`config.mk`:
```
export PLATFORM = sky130hd
export DESIGN_NAME = pq_arb
export DESIGN_NICKNAME = d
export VERILOG_FILES = /design/src/rtl/pq_arb.sv
export SDC_FILE = /design/constraint.sdc
export NUM_CORES = 1
export LEC_CHECK = 0
export CORE_MARGIN = 3
export CORE_UTILIZATION = 33
export CTS_CLUSTER_DIAMETER = 120
export DETAILED_ROUTE_END_ITERATION = 10
export PLACE_DENSITY = 0.89
export SYNTH_ARGS = -nofsm -noshare
export SYNTH_HDL_FRONTEND = slang
export SYNTH_SLANG_ARGS = --single-unit
```
`constraint.sdc`:
```
create_clock -name clk -period 4.4 [get_ports clk]
set_input_delay 1.32 -clock clk [delete_from_list [all_inputs] [get_ports clk]]
set_output_delay 1.32 -clock clk [all_outputs]
set_load 0.05 [all_outputs]
```
`src/rtl/pq_arb.sv`:
```
// pq_arb: round-robin enqueue arbiter and dequeue/flush sequencer placed in
// front of an external priority queue. The queue itself lives outside; this
// block drives its command pins and tracks occupancy.

package pq_pkg;
  localparam int KEY_WIDTH = 8;
  localparam int VAL_WIDTH = 8;
endpackage

// state | meaning
// RUN   | normal operation: grants enqueues, services dequeue requests
// FLUSH | drains the queue one entry per cycle, discarding the data
module pq_arb #(
  parameter int NREQ      = 4,
  parameter int DEPTH     = 8,
  parameter int KEY_WIDTH = pq_pkg::KEY_WIDTH,
  parameter int VAL_WIDTH = pq_pkg::VAL_WIDTH,
  localparam int KVW      = KEY_WIDTH + VAL_WIDTH,
  localparam int CW       = $clog2(DEPTH + 1)
) (
  input  logic                      clk,
  input  logic                      rst,
  input  logic [NREQ-1:0]           req_valid,
  input  logic [NREQ-1:0][KVW-1:0]  req_kv,
  output logic [NREQ-1:0]           req_ready,
  input  logic                      deq_req,
  output logic                      deq_ready,
  output logic                      deq_valid,
  output logic [KVW-1:0]            deq_kv,
  input  logic                      flush,
  output logic                      flush_done,
  output logic [CW-1:0]             count,
  output logic                      pq_rst,
  output logic                      pq_enq,
  output logic                      pq_deq,
  output logic [KVW-1:0]            pq_kvi,
  input  logic [KVW-1:0]            pq_kvo,
  input  logic                      pq_empty,
  input  logic                      pq_full
);

  localparam int PW = (NREQ > 1) ? $clog2(NREQ) : 1;

  typedef enum logic {RUN = 1'b0, FLUSH = 1'b1} state_t;

  state_t          state_q, state_d;
  logic [PW-1:0]   rr_ptr_q, rr_ptr_d;
  logic [CW-1:0]   count_q, count_d;
  logic            deq_pend_q, deq_pend_d;
  logic            deq_valid_q, deq_valid_d;
  logic [KVW-1:0]  deq_kv_q, deq_kv_d;
  logic            flush_done_q, flush_done_d;

  logic            run;
  logic            issue;
  logic            elig;
  logic            found;
  logic [PW-1:0]   gnt_idx;
  logic [NREQ-1:0] gnt;

  // Round-robin search from rr_ptr; the grant is only asserted when an enqueue is allowed.
  always_comb begin
    gnt     = '0;
    found   = 1'b0;
    gnt_idx = '0;
    for (int k = 0; k < NREQ; k++) begin
      if (!found && req_valid[(int'(rr_ptr_q) + k) % NREQ]) begin
        found   = 1'b1;
        gnt_idx = PW'((int'(rr_ptr_q) + k) % NREQ);
      end
    end
    if (found && elig) gnt[gnt_idx] = 1'b1;
  end

  // Dequeue issue, enqueue eligibility, queue commands and next-state logic.
  always_comb begin
    run   = rst && (state_q == RUN);
    // deq_pend already implies a request that was accepted earlier; a fresh
    // request is only taken while deq_ready is high.
    issue = run && (deq_pend_q || (deq_req && !deq_pend_q)) && !pq_empty;
    // A full queue can still take an entry when a dequeue frees a slot this cycle.
    elig  = run && (!pq_full || issue);

    pq_rst = !rst;
    pq_enq = |gnt;
    pq_deq = issue || (rst && (state_q == FLUSH) && !pq_empty);
    pq_kvi = (|gnt) ? req_kv[gnt_idx] : '0;

    state_d      = state_q;
    rr_ptr_d     = rr_ptr_q;
    count_d      = count_q;
    deq_pend_d   = deq_pend_q;
    deq_valid_d  = issue;
    deq_kv_d     = issue ? pq_kvo : deq_kv_q;
    flush_done_d = 1'b0;

    if (|gnt) rr_ptr_d = (gnt_idx == PW'(NREQ - 1)) ? '0 : gnt_idx + PW'(1);

    unique case ({pq_enq, pq_deq})
      2'b10:   count_d = (count_q == CW'(DEPTH)) ? count_q : count_q + CW'(1);
      2'b01:   count_d = (count_q == '0) ? count_q : count_q - CW'(1);
      default: count_d = count_q;
    endcase

    unique case (state_q)
      RUN: begin
        if (run && deq_req && !deq_pend_q && pq_empty) deq_pend_d = 1'b1;
        if (issue) deq_pend_d = 1'b0;
        if (flush) begin
          state_d    = FLUSH;
          deq_pend_d = 1'b0;
        end
      end
      FLUSH: begin
        if (pq_empty) begin
          flush_done_d = 1'b1;
          state_d      = RUN;
        end
      end
      default: state_d = RUN;
    endcase
  end

  // State and datapath registers with synchronous active-low reset.
  always_ff @(posedge clk) begin
    if (!rst) begin
      state_q      <= RUN;
      rr_ptr_q     <= '0;
      count_q      <= '0;
      deq_pend_q   <= 1'b0;
      deq_valid_q  <= 1'b0;
      deq_kv_q     <= '0;
      flush_done_q <= 1'b0;
    end else begin
      state_q      <= state_d;
      rr_ptr_q     <= rr_ptr_d;
      count_q      <= count_d;
      deq_pend_q   <= deq_pend_d;
      deq_valid_q  <= deq_valid_d;
      deq_kv_q     <= deq_kv_d;
      flush_done_q <= flush_done_d;
    end
  end

  assign req_ready  = gnt;
  assign deq_ready  = !deq_pend_q;
  assign deq_valid  = deq_valid_q;
  assign deq_kv     = deq_kv_q;
  assign flush_done = flush_done_q;
  assign count      = count_q;

endmodule

```
; ---- Word level (Yosys, flattened, before mapping)
; Cells that the tools add are included.
[totals]
register_bits = 26
[op_classes]
n_bitwise = 4
n_mux = 36
order_cmp = 6
reduce_logical = 35
eq_ne = 6
n_addsub = 6
[ops]
columns = operator, n
row1 = 16-bit binary-select mux with 2-bit select, 1
row2 = 16-bit 2-to-1 mux, 2
row3 = 1-bit 2-to-1 mux, 18
row4 = 1-bit logical AND, 15
row5 = 3-bit by 4-bit < comparator with 1-bit output (second input constant), 3
row6 = 4-bit 2-to-1 mux, 3
row7 = 2-bit 2-to-1 mux, 5
row8 = 1-bit binary-select mux with 2-bit select, 4
row9 = 4-bit one-hot mux with 2 select lines, 1
row10 = 1-bit zero test, 7
row11 = 2-bit by 3-bit < comparator with 1-bit output (second input constant), 2
row12 = 2-bit OR reduction, 3
row13 = 2-bit by 1-bit adder with 2-bit output (second input constant), 2
row14 = 2-bit adder (second input constant), 2
row15 = 4-bit by 1-bit adder with 4-bit output (second input constant), 1
row16 = 2-bit equality test (second input constant), 2
row17 = 4-bit equality test (second input constant), 1
row18 = 4-bit zero test, 1
row19 = 2-bit inequality test (second input constant), 2
row20 = 2-bit AND reduction, 2
row21 = 4-bit OR reduction, 1
row22 = 4-bit by 1-bit subtractor with 4-bit output (second input constant), 1
row23 = 1-bit AND (first input constant), 3
row24 = 1-bit logical OR, 3
row25 = other kinds (8), 8

; ---- Depth between registers and ports, before layout
; Gate-level depths: netlist (run 1).
[depth]
word_depth = 23
ltp_mapped = 14
ltp_nobuf = 12

; ---- Worst setup path after synthesis (run 1)
; Ideal clock, no wire load.
[synth_timing]
kind = input to output
start = in pq_empty
end = out pq_kvi[0]
stages = 5
t_arrival_ps = 3411
slack_ps = -331
path_buffers = 1
t_required_ps = 3080
cell_sequence = o21bai_4 a221oi_4 nand2b_1 buf_2 o22ai_1
[synth_between]
elab_chain_len = 8
[synth_rtl]
columns = element, line
row1 = from (decl), 38  ; input logic pq_empty,
row2 = 1-bit zero test, 80  ; issue = run && (deq_pend_q || (deq_req && !deq_pend_q)) && !pq_empty;
row3 = 1-bit logical AND, 80
row4 = 1-bit logical OR, 82  ; elig = run && (!pq_full || issue);
row5 = 1-bit logical AND, 82
row6 = 1-bit logical AND, 72  ; if (found && elig) gnt[gnt_idx] = 1'b1;
row7 = 4-bit 2-to-1 mux, 72
row8 = 4-bit OR reduction, -
row9 = via pq_enq, 34  ; output logic pq_enq,
row10 = 16-bit 2-to-1 mux, 87  ; pq_kvi = (|gnt) ? req_kv[gnt_idx] : '0;
row11 = to (decl), 36  ; output logic [KVW-1:0] pq_kvi,
; The timed path passes the listed nets, and every way through them passes these cells.

; ---- Final worst setup path (run 1)
[layout_timing]
start = in rst
end = out pq_kvi[4]
[layout_between]
elab_chain_len = 9
[layout_rtl]
columns = element, line
row1 = from (decl), 22  ; input logic rst,
row2 = 1-bit logical AND *, 77  ; run = rst && (state_q == RUN);
row3 = 1-bit logical AND (2 in series), 80
row4 = 1-bit logical OR, 82
row5 = 1-bit logical AND *, 82
row6 = 1-bit logical AND *, 72
row7 = 4-bit 2-to-1 mux *, 72
row8 = 4-bit OR reduction *, 87
row9 = 16-bit 2-to-1 mux *, 87
; Every way passes the cells marked *; elsewhere a longest branch is shown, timed or not.

==> tab_implementation.tex, run 1 <==
\begin{tabular}{lr}
\hline
Metric & Value \\
\hline
\multicolumn{2}{l}{\textbf{Clock tree}} \\
\quad Post-cts hold buffer count & 0 \\
\quad Clock Root Buffer & sky130\_fd\_sc\_hd\_\_clkbuf\_8 \\
\quad Clock-pin slew on the worst setup and hold paths & 0.09 ns \\
\quad TritonCTS clock tree & yes \\
\quad Maximum buffer depth of the clock tree & 2 \\
\quad Clock sink count & 26 \\
\quad Clock latency on the worst-skew pair & 0.26 ns \\
\quad Inserted Clock Buffers & 3 \\
\quad Number of levels in the clock H-tree & 1 \\
\multicolumn{2}{l}{\textbf{Logic synthesis}} \\
\quad Netlist Area Pre-Place & 0.00168 mm2 \\
\quad Count of state elements after synthesis & 26 \\
\quad Average footprint of a synthesized cell & 8.13 um2 \\
\quad Cells after Synth & 207 \\
\quad Number of distinct library cell variants in the gate-level netlist after synthesis & 30 \\
\quad Share of synthesized flip-flops with an asynchronous set or reset & 0\% \\
\quad Count of synthesis-stage warnings from yosys & 0 \\
\quad Main flop type after synthesis & sky130\_fd\_sc\_hd\_\_dfxtp\_1 \\
\quad Post-synth net total & 302 \\
\quad Share of synthesized area occupied by flip-flops and latches & 30.9\% \\
\quad Number of enable flip-flop cells after synthesis & 0 \\
\multicolumn{2}{l}{\textbf{Power}} \\
\quad Sequential share of power & 26.0\% \\
\quad Static leakage & 1.60 nW \\
\quad Areal power density over the cells & 253 mW/mm2 \\
\quad Fraction of power consumed by the clock network & 19.2\% \\
\quad Relative contribution of combinational cells to total power & 54.7\% \\
\quad Net switching fraction of the power & 34.9\% \\
\quad Internal power component & 0.651 mW \\
\quad Worst supply voltage drop on vdd & 0.117 mV \\
\quad Net Switching & 0.349 mW \\
\multicolumn{2}{l}{\textbf{Setup path}} \\
\quad Worst reg2reg path startpoint & deq\_pend\_q \\
\quad Crit path capture type & output pin \\
\quad Largest stage delay on the critical path & 0.49 ns \\
\quad CP arrival & 3.02 ns \\
\quad Peak fanout along the critical path & 5 \\
\quad Worst reg2reg path depth & 13 \\
\quad Category of the most critical setup path & input port to output pin \\
\quad Largest delay share family, worst path & buffers and inverters \\
\quad Capturing element of the worst setup path & pq\_kvi[4] \\
\quad Levels on crit path & 8 \\
\quad Slowest stage cell on the critical path & sky130\_fd\_sc\_hd\_\_clkdlybuf4s50\_1 \\
\quad Data required time at the worst endpoint & 3.08 ns \\
\quad CP Launch Type & input port \\
\quad Cells along the critical path & clkdlybuf4s50\_1, nand2\_1, a221oi\_4, buf\_4, nand2\_2, clkbuf\_16, o22ai\_2, buf\_12 \\
\quad Sum of buffers and inverters on the critical path & 4 \\
\quad Startpoint of the worst setup timing path & rst \\
\quad Reg-to-reg setup timing slack & 1.55 ns \\
\quad Critical register-to-register path endpoint & count[3] \\
\multicolumn{2}{l}{\textbf{Timing}} \\
\quad Hold Fails Final Rpt & 0 \\
\quad Post-route minimum period & 4.34 ns \\
\quad Setup TNS & 0 ns \\
\quad Tightest Pin Transition & 0.520 ns \\
\quad Number of max-slew violations in the final report & 0 \\
\quad Final worst path period share & 98.6\% \\
\quad Maximum clock skew at final layout & 0.00121 ns \\
\quad Worst slew slack as a fraction of its limit & 65.2\% \\
\quad Number of setup violations in the final report & 0 \\
\quad Highest clock rate & 0.230 GHz \\
\multicolumn{2}{l}{\textbf{Run status}} \\
\quad Status & finished clean \\
\multicolumn{2}{l}{\textbf{Floorplanning}} \\
\quad I/O pin count & 136 \\
\quad Y dimension of the die & 77.4 um \\
\quad Starting density of the core & 34.9\% \\
\quad Floorplan Core Area & 0.00482 mm2 \\
\quad Total die area & 0.00599 mm2 \\
\quad Std cell rows & 25 \\
\quad Die width & 77.4 um \\
\multicolumn{2}{l}{\textbf{Global route}} \\
\quad Antenna violations before repair & 0 \\
\quad GR Overflow Total & 0 \\
\quad Global router's overall resource usage & 23.7\% \\
\quad Global-route wire length before repair & 11.3 mm \\
\quad Pin count of the biggest net entering global routing & 23 \\
\quad Vias in the first global route & 2286 \\
\multicolumn{2}{l}{\textbf{Finish}} \\
\quad Area growth, synth to finish & 135\% \\
\quad Antenna Diode Count & 0 \\
\quad Leading cell types in the layout, fill and taps excluded & 106 x sky130\_fd\_sc\_hd\_\_clkdlybuf4s50\_1, 36 x sky130\_fd\_sc\_hd\_\_nand2\_1, 26 x sky130\_fd\_sc\_hd\_\_mux2i\_1, 26 x sky130\_fd\_sc\_hd\_\_dfxtp\_1, 26 x sky130\_fd\_sc\_hd\_\_buf\_4 \\
\quad Number of nets in the layout & 465 \\
\quad Post-layout instance area & 0.00395 mm2 \\
\quad Layout cell share with drive strength beyond 1 & 28.2\% \\
\quad Most common cell after layout, fill and taps aside & sky130\_fd\_sc\_hd\_\_clkdlybuf4s50\_1 \\
\multicolumn{2}{l}{\textbf{Routing}} \\
\quad Final antenna-violating net count & 0 \\
\quad First-pass iteration count of the detailed router & 4 \\
\quad DR WL/cell & 19.0 um \\
\quad Remaining design rule violation count & 0 \\
\quad Overall routed net length & 8.30 mm \\
\quad Vias post-DR & 2244 \\
\quad DR vias/cell & 5.15 \\
\quad 1st-iter DRT viols & 78 \\
\multicolumn{2}{l}{\textbf{Placement}} \\
\quad Instance area at placement & 0.00347 mm2 \\
\quad Detailed-placement wirelength estimate & 5.44 mm \\
\quad Routability Congestion & 0.787 \\
\quad Quantity of I/O buffers inserted on ports & 135 \\
\multicolumn{2}{l}{\textbf{Hold path}} \\
\quad Class of the most critical hold timing path & flop to flop \\
\quad Number of instances on the worst hold path & 2 \\
\multicolumn{2}{l}{\textbf{Flow run}} \\
\quad Number of max-cap violations & 0 \\
\hline
\end{tabular}
routing by layer:
metal | GRT usage (%) | share of wire (%) | vias to the layer above
met4 | 7.12 | 3.3 | 0
met5 | 0 | 0 | -
met1 | 26.1 | 38 | 1053
li1 | - | - | 1051
met2 | 43.6 | 51 | 114
met3 | 6.96 | 7.0 | 26
worst min path at each step:
stage,from,end,slack (ns)
finish,deq_kv[10],deq_kv[10],0.46
detailed placement,deq_kv[15],deq_kv[15],0.45
global placement,deq_kv[11],deq_kv[11],0.44
global route,deq_kv[11],deq_kv[11],0.48
floorplan,rr_ptr_q[0],rr_ptr_q[0],0.48
CTS,deq_kv[15],deq_kv[15],0.46
cells in the mapped netlist (2+ instances only):
| cell | count | share of area [%] |
|---|---|---|
| sky130_fd_sc_hd__dfxtp_1 | 26 | 31 |
| sky130_fd_sc_hd__buf_4 | 3 | 1.3 |
| sky130_fd_sc_hd__nor3_1 | 2 | 0.59 |
| sky130_fd_sc_hd__xnor2_1 | 4 | 2.1 |
| sky130_fd_sc_hd__inv_1 | 11 | 2.5 |
| sky130_fd_sc_hd__nor2_1 | 11 | 2.5 |
| sky130_fd_sc_hd__ha_1 | 4 | 3.0 |
| sky130_fd_sc_hd__o22ai_1 | 16 | 5.9 |
| sky130_fd_sc_hd__nand2_1 | 39 | 8.7 |
| sky130_fd_sc_hd__buf_2 | 3 | 0.89 |
| sky130_fd_sc_hd__mux2i_1 | 34 | 20 |
| sky130_fd_sc_hd__clkbuf_1 | 3 | 0.67 |
| sky130_fd_sc_hd__nand2b_1 | 3 | 1.1 |
| sky130_fd_sc_hd__buf_6 | 2 | 1.3 |
| sky130_fd_sc_hd__or3_1 | 2 | 0.74 |
| sky130_fd_sc_hd__a21oi_1 | 27 | 8.0 |
| sky130_fd_sc_hd__inv_2 | 2 | 0.45 |
| sky130_fd_sc_hd__o21ai_0 | 3 | 0.89 |
cell type report:
| cell class | count | area (um2) |
|---|---|---|
| fillers | 274 | 865 |
| flip-flops and latches | 26 | 520 |
| inverters | 13 | 48.8 |
| well taps | 67 | 83.8 |
| repair buffers | 169 | 1910 |
| clock buffers | 3 | 41.3 |
| clock inverters | 1 | 30.0 |
| multi-input cells | 157 | 1320 |
state kept, by name (all words and copies together) (netlist names):
signal and cells:
deq_pend_q 1, state_q 1, deq_valid 1, flush_done 1, deq_kv 16, count 4
rr_ptr_q 2
power by group through the flow:
stage	logic (mW)	registers [mW]	clock network, mW
after floorplan	0.201	0.296	0
after global placement	0.437	0.264	0
after detailed placement	0.447	0.265	0
after CTS	0.512	0.259	0.196
after global routing	0.570	0.262	0.206
final	0.548	0.260	0.192
stage by stage:
stage          power, mW  hold slack (ns)  utilization [%]  cells  setup WS, ns
6_report            1.00            0.456             82.1    436        0.0616
5_1_grt             1.04            0.480             82.1    436      -0.00216
4_1_cts            0.967            0.458             79.3    430       -0.0120
3_5_place_dp       0.711            0.446             72.1    417        -0.120
3_3_place_gp       0.701            0.442             72.1    417       -0.0919
2_1_floorplan      0.496            0.485                -    207        -0.238
logic make-up after synthesis:
family	count (synthesis)	share of synthesized area, %
AND/OR/NAND/NOR	61	15.1
buffers and inverters	24	7.14
AO/OA/AOI/OAI	53	20.4
flip-flops	26	30.9
XOR/XNOR	4	2.08
multiplexers	34	20.2
adder cells (fa/ha/maj)	5	4.16
worst reg2reg max path: cells and delay by family, from the launching register on:
| kind | cells | cell delay (ns) |
|---|---|---|
| AOI/OAI and AO/OA | 5 | 0.98 |
| xor gates and xnor gates | 1 | 0.11 |
| and+or+nand+nor | 1 | 0.31 |
| adders and majority gates | 2 | 0.53 |
| DFF | 1 | 0.42 |
| buffers and inverters | 4 | 0.45 |
timing repair:
| item | in CTS | in global routing |
|---|---|---|
| setup endpoints to repair | 18 | 19 |
| pin swaps | 11 | 8 |
| cloned | 2 | 1 |
| setup buffers | 7 | 5 |
| gates resized for setup | 35 | 26 |
Note: power is estimated with default switching activity, not from simulation.
==> run 2, diff against run 1 <==
- PLACE_DENSITY: 0.89 -> 0.81
==> tab_implementation.tex, run 2 (synthesis results as in run 1) <==
\begin{tabular}{lr}
\hline
Metric & Value \\
\hline
\multicolumn{2}{l}{\textbf{Run status}} \\
\quad Status & finished clean \\
\multicolumn{2}{l}{\textbf{Floorplanning}} \\
\quad Std cell rows & 25 \\
\quad Die width & 77.4 um \\
\quad Y dimension of the die & 77.4 um \\
\quad Starting density of the core & 34.9\% \\
\quad I/O pin count & 136 \\
\quad Total die area & 0.00599 mm2 \\
\quad Floorplan Core Area & 0.00482 mm2 \\
\multicolumn{2}{l}{\textbf{Setup path}} \\
\quad Category of the most critical setup path & input port to output pin \\
\quad Sum of buffers and inverters on the critical path & 3 \\
\quad CP arrival & 3.00 ns \\
\quad Data required time at the worst endpoint & 3.08 ns \\
\quad Worst reg2reg path depth & 11 \\
\quad Levels on crit path & 7 \\
\quad Largest delay share family, worst path & buffers and inverters \\
\quad CP Launch Type & input port \\
\quad Critical register-to-register path endpoint & count[3] \\
\quad Crit path capture type & output pin \\
\quad Startpoint of the worst setup timing path & deq\_req \\
\quad Reg-to-reg setup timing slack & 1.79 ns \\
\quad Slowest stage cell on the critical path & sky130\_fd\_sc\_hd\_\_clkdlybuf4s50\_1 \\
\quad Capturing element of the worst setup path & pq\_kvi[5] \\
\quad Largest stage delay on the critical path & 0.53 ns \\
\quad Worst reg2reg path startpoint & deq\_pend\_q \\
\quad Peak fanout along the critical path & 6 \\
\quad Cells along the critical path & clkdlybuf4s50\_1, o21bai\_4, a221oi\_4, buf\_4, nand2\_2, o22ai\_2, buf\_12 \\
\multicolumn{2}{l}{\textbf{Placement}} \\
\quad Routability Congestion & 0.803 \\
\quad Quantity of I/O buffers inserted on ports & 135 \\
\quad Dpl ws & -0.122 ns \\
\quad Detailed-placement wirelength estimate & 5.15 mm \\
\multicolumn{2}{l}{\textbf{Routing}} \\
\quad Vias post-DR & 2064 \\
\quad Overall routed net length & 6.32 mm \\
\quad 1st-iter DRT viols & 37 \\
\quad DR WL/cell & 15.1 um \\
\quad Remaining design rule violation count & 0 \\
\quad Final antenna-violating net count & 0 \\
\quad First-pass iteration count of the detailed router & 4 \\
\quad DR vias/cell & 4.93 \\
\multicolumn{2}{l}{\textbf{Timing}} \\
\quad Setup repair after global routing missed its margin & yes \\
\quad Tightest Pin Transition & 0.516 ns \\
\quad Final worst path period share & 98.3\% \\
\quad Worst hold-check slack & 0.458 ns \\
\quad Maximum clock skew at final layout & 0.00878 ns \\
\quad Worst slew slack as a fraction of its limit & 65.5\% \\
\quad Hold Fails Final Rpt & 0 \\
\quad Post-route setup slack & 0.0764 ns \\
\quad Number of setup violations in the final report & 0 \\
\quad Highest clock rate & 0.231 GHz \\
\quad Post-route minimum period & 4.32 ns \\
\quad Number of max-slew violations in the final report & 0 \\
\multicolumn{2}{l}{\textbf{Global route}} \\
\quad Antenna violations before repair & 0 \\
\quad Met3 track demand over resource & 7.66\% \\
\quad Met2 track demand over resource in global routing & 39.0\% \\
\quad Routing usage on met1 & 21.1\% \\
\quad Global router's overall resource usage & 20.7\% \\
\quad GR Overflow Total & 0 \\
\quad Pin count of the biggest net entering global routing & 23 \\
\quad Vias in the first global route & 2177 \\
\quad Most heavily used metal layer in global routing & met2 \\
\quad Global-route wire length before repair & 10.1 mm \\
\multicolumn{2}{l}{\textbf{Finish}} \\
\quad Antenna Diode Count & 0 \\
\quad Area growth, synth to finish & 115\% \\
\quad Most common cell after layout, fill and taps aside & sky130\_fd\_sc\_hd\_\_clkdlybuf4s50\_1 \\
\quad Number of nets in the layout & 449 \\
\quad Leading cell types in the layout, fill and taps excluded & 108 x sky130\_fd\_sc\_hd\_\_clkdlybuf4s50\_1, 37 x sky130\_fd\_sc\_hd\_\_nand2\_1, 34 x sky130\_fd\_sc\_hd\_\_mux2i\_1 \\
\quad Max FFs per register & 16 \\
\quad Layout cell share with drive strength beyond 1 & 20.7\% \\
\multicolumn{2}{l}{\textbf{Clock tree}} \\
\quad Post-CTS setup repair buffer count & 0 \\
\quad Clock sink count & 26 \\
\quad TritonCTS clock tree & yes \\
\quad Inserted Clock Buffers & 3 \\
\quad Clock Root Buffer & sky130\_fd\_sc\_hd\_\_clkbuf\_8 \\
\quad Number of levels in the clock H-tree & 1 \\
\quad Maximum buffer depth of the clock tree & 2 \\
\quad Clock-pin slew on the worst setup and hold paths & 0.08 ns \\
\quad Post-cts hold buffer count & 0 \\
\quad Clock latency on the worst-skew pair & 0.26 ns \\
\multicolumn{2}{l}{\textbf{Flow run}} \\
\quad Number of max-cap violations & 0 \\
\multicolumn{2}{l}{\textbf{Power}} \\
\quad Static leakage & 1.48 nW \\
\quad Worst supply voltage drop on vdd & 0.116 mV \\
\quad Areal power density over the cells & 237 mW/mm2 \\
\multicolumn{2}{l}{\textbf{Hold path}} \\
\quad Class of the most critical hold timing path & flop to flop \\
\quad Number of instances on the worst hold path & 2 \\
\hline
\end{tabular}
run 2: stage by stage:
step	power, mW	std cells	util, %	instance area, um2	setup TNS, ns
after floorplan	0.496	207	-	1750	-2.78
after global placement	0.699	414	71.9	3460	-0.521
after detailed placement	0.708	414	71.9	3460	-0.767
after CTS	0.858	419	74.4	3580	-0.0979
after global routing	0.899	419	75.2	3620	-0.0139
final	0.859	419	75.2	3620	0
run 2: repair_timing:
| item | 4_1_cts | 5_1_grt |
|---|---|---|
| pin swaps | 4 | 1 |
| cloned | 2 | 0 |
| setup endpoints to repair | 16 | 5 |
| resized for setup | 13 | 8 |
run 2: area by class of cell:
| class | count | area [um2] |
|---|---|---|
| tap | 67 | 83.8 |
| clock buffer | 3 | 41.3 |
| multi-input combinational | 157 | 1170 |
| fill | 373 | 1190 |
| sequential | 26 | 520 |
| timing repair buffer | 153 | 1760 |
| inverter | 13 | 48.8 |
run 2: where the power goes:
group,internal (mW),switching (mW)
Sequential,0.248,0.0121
Clock,0.0611,0.0672
Combinational,0.243,0.228
run 2: layer usage:
| layer | vias to the layer above | wire length [um] | part of all wire [%] |
|---|---|---|---|
| met4 | 0 | 95 | 1.5 |
| met2 | 113 | 3300 | 52 |
| li1 | 1016 | - | - |
| met1 | 925 | 2230 | 35 |
| met5 | - | 0 | 0 |
| met3 | 10 | 697 | 11 |
run 2: how the worst min path moves through the flow:
stage	slack [ns]	end	start
2_1_floorplan	0.48	rr_ptr_q[0]	rr_ptr_q[0]
3_3_place_gp	0.44	deq_kv[9]	deq_kv[9]
3_5_place_dp	0.45	deq_kv[1]	deq_kv[1]
4_1_cts	0.46	deq_kv[1]	deq_kv[1]
5_1_grt	0.48	deq_kv[13]	deq_kv[13]
6_report	0.46	deq_kv[13]	deq_kv[13]
run 2: worst reg2reg max path: stages, from the launching register on:
cell	delay [ns]
sky130_fd_sc_hd__dfxtp_1	0.40
sky130_fd_sc_hd__o21bai_4	0.10
sky130_fd_sc_hd__a221oi_4	0.34
sky130_fd_sc_hd__buf_4	0.22
sky130_fd_sc_hd__inv_1	0.05
sky130_fd_sc_hd__ha_1	0.24
sky130_fd_sc_hd__ha_1	0.29
sky130_fd_sc_hd__a21o_1	0.17
sky130_fd_sc_hd__a21oi_1	0.18
sky130_fd_sc_hd__xnor2_1	0.10
sky130_fd_sc_hd__or3_1	0.31
sky130_fd_sc_hd__a21oi_1	0.14
==> run 3, diff against run 2 <==
- HOLD_SLACK_MARGIN: unset -> 0.08
==> results of run 3 <==
No change in the layout: final DEF, timing and power equal those of run 2.
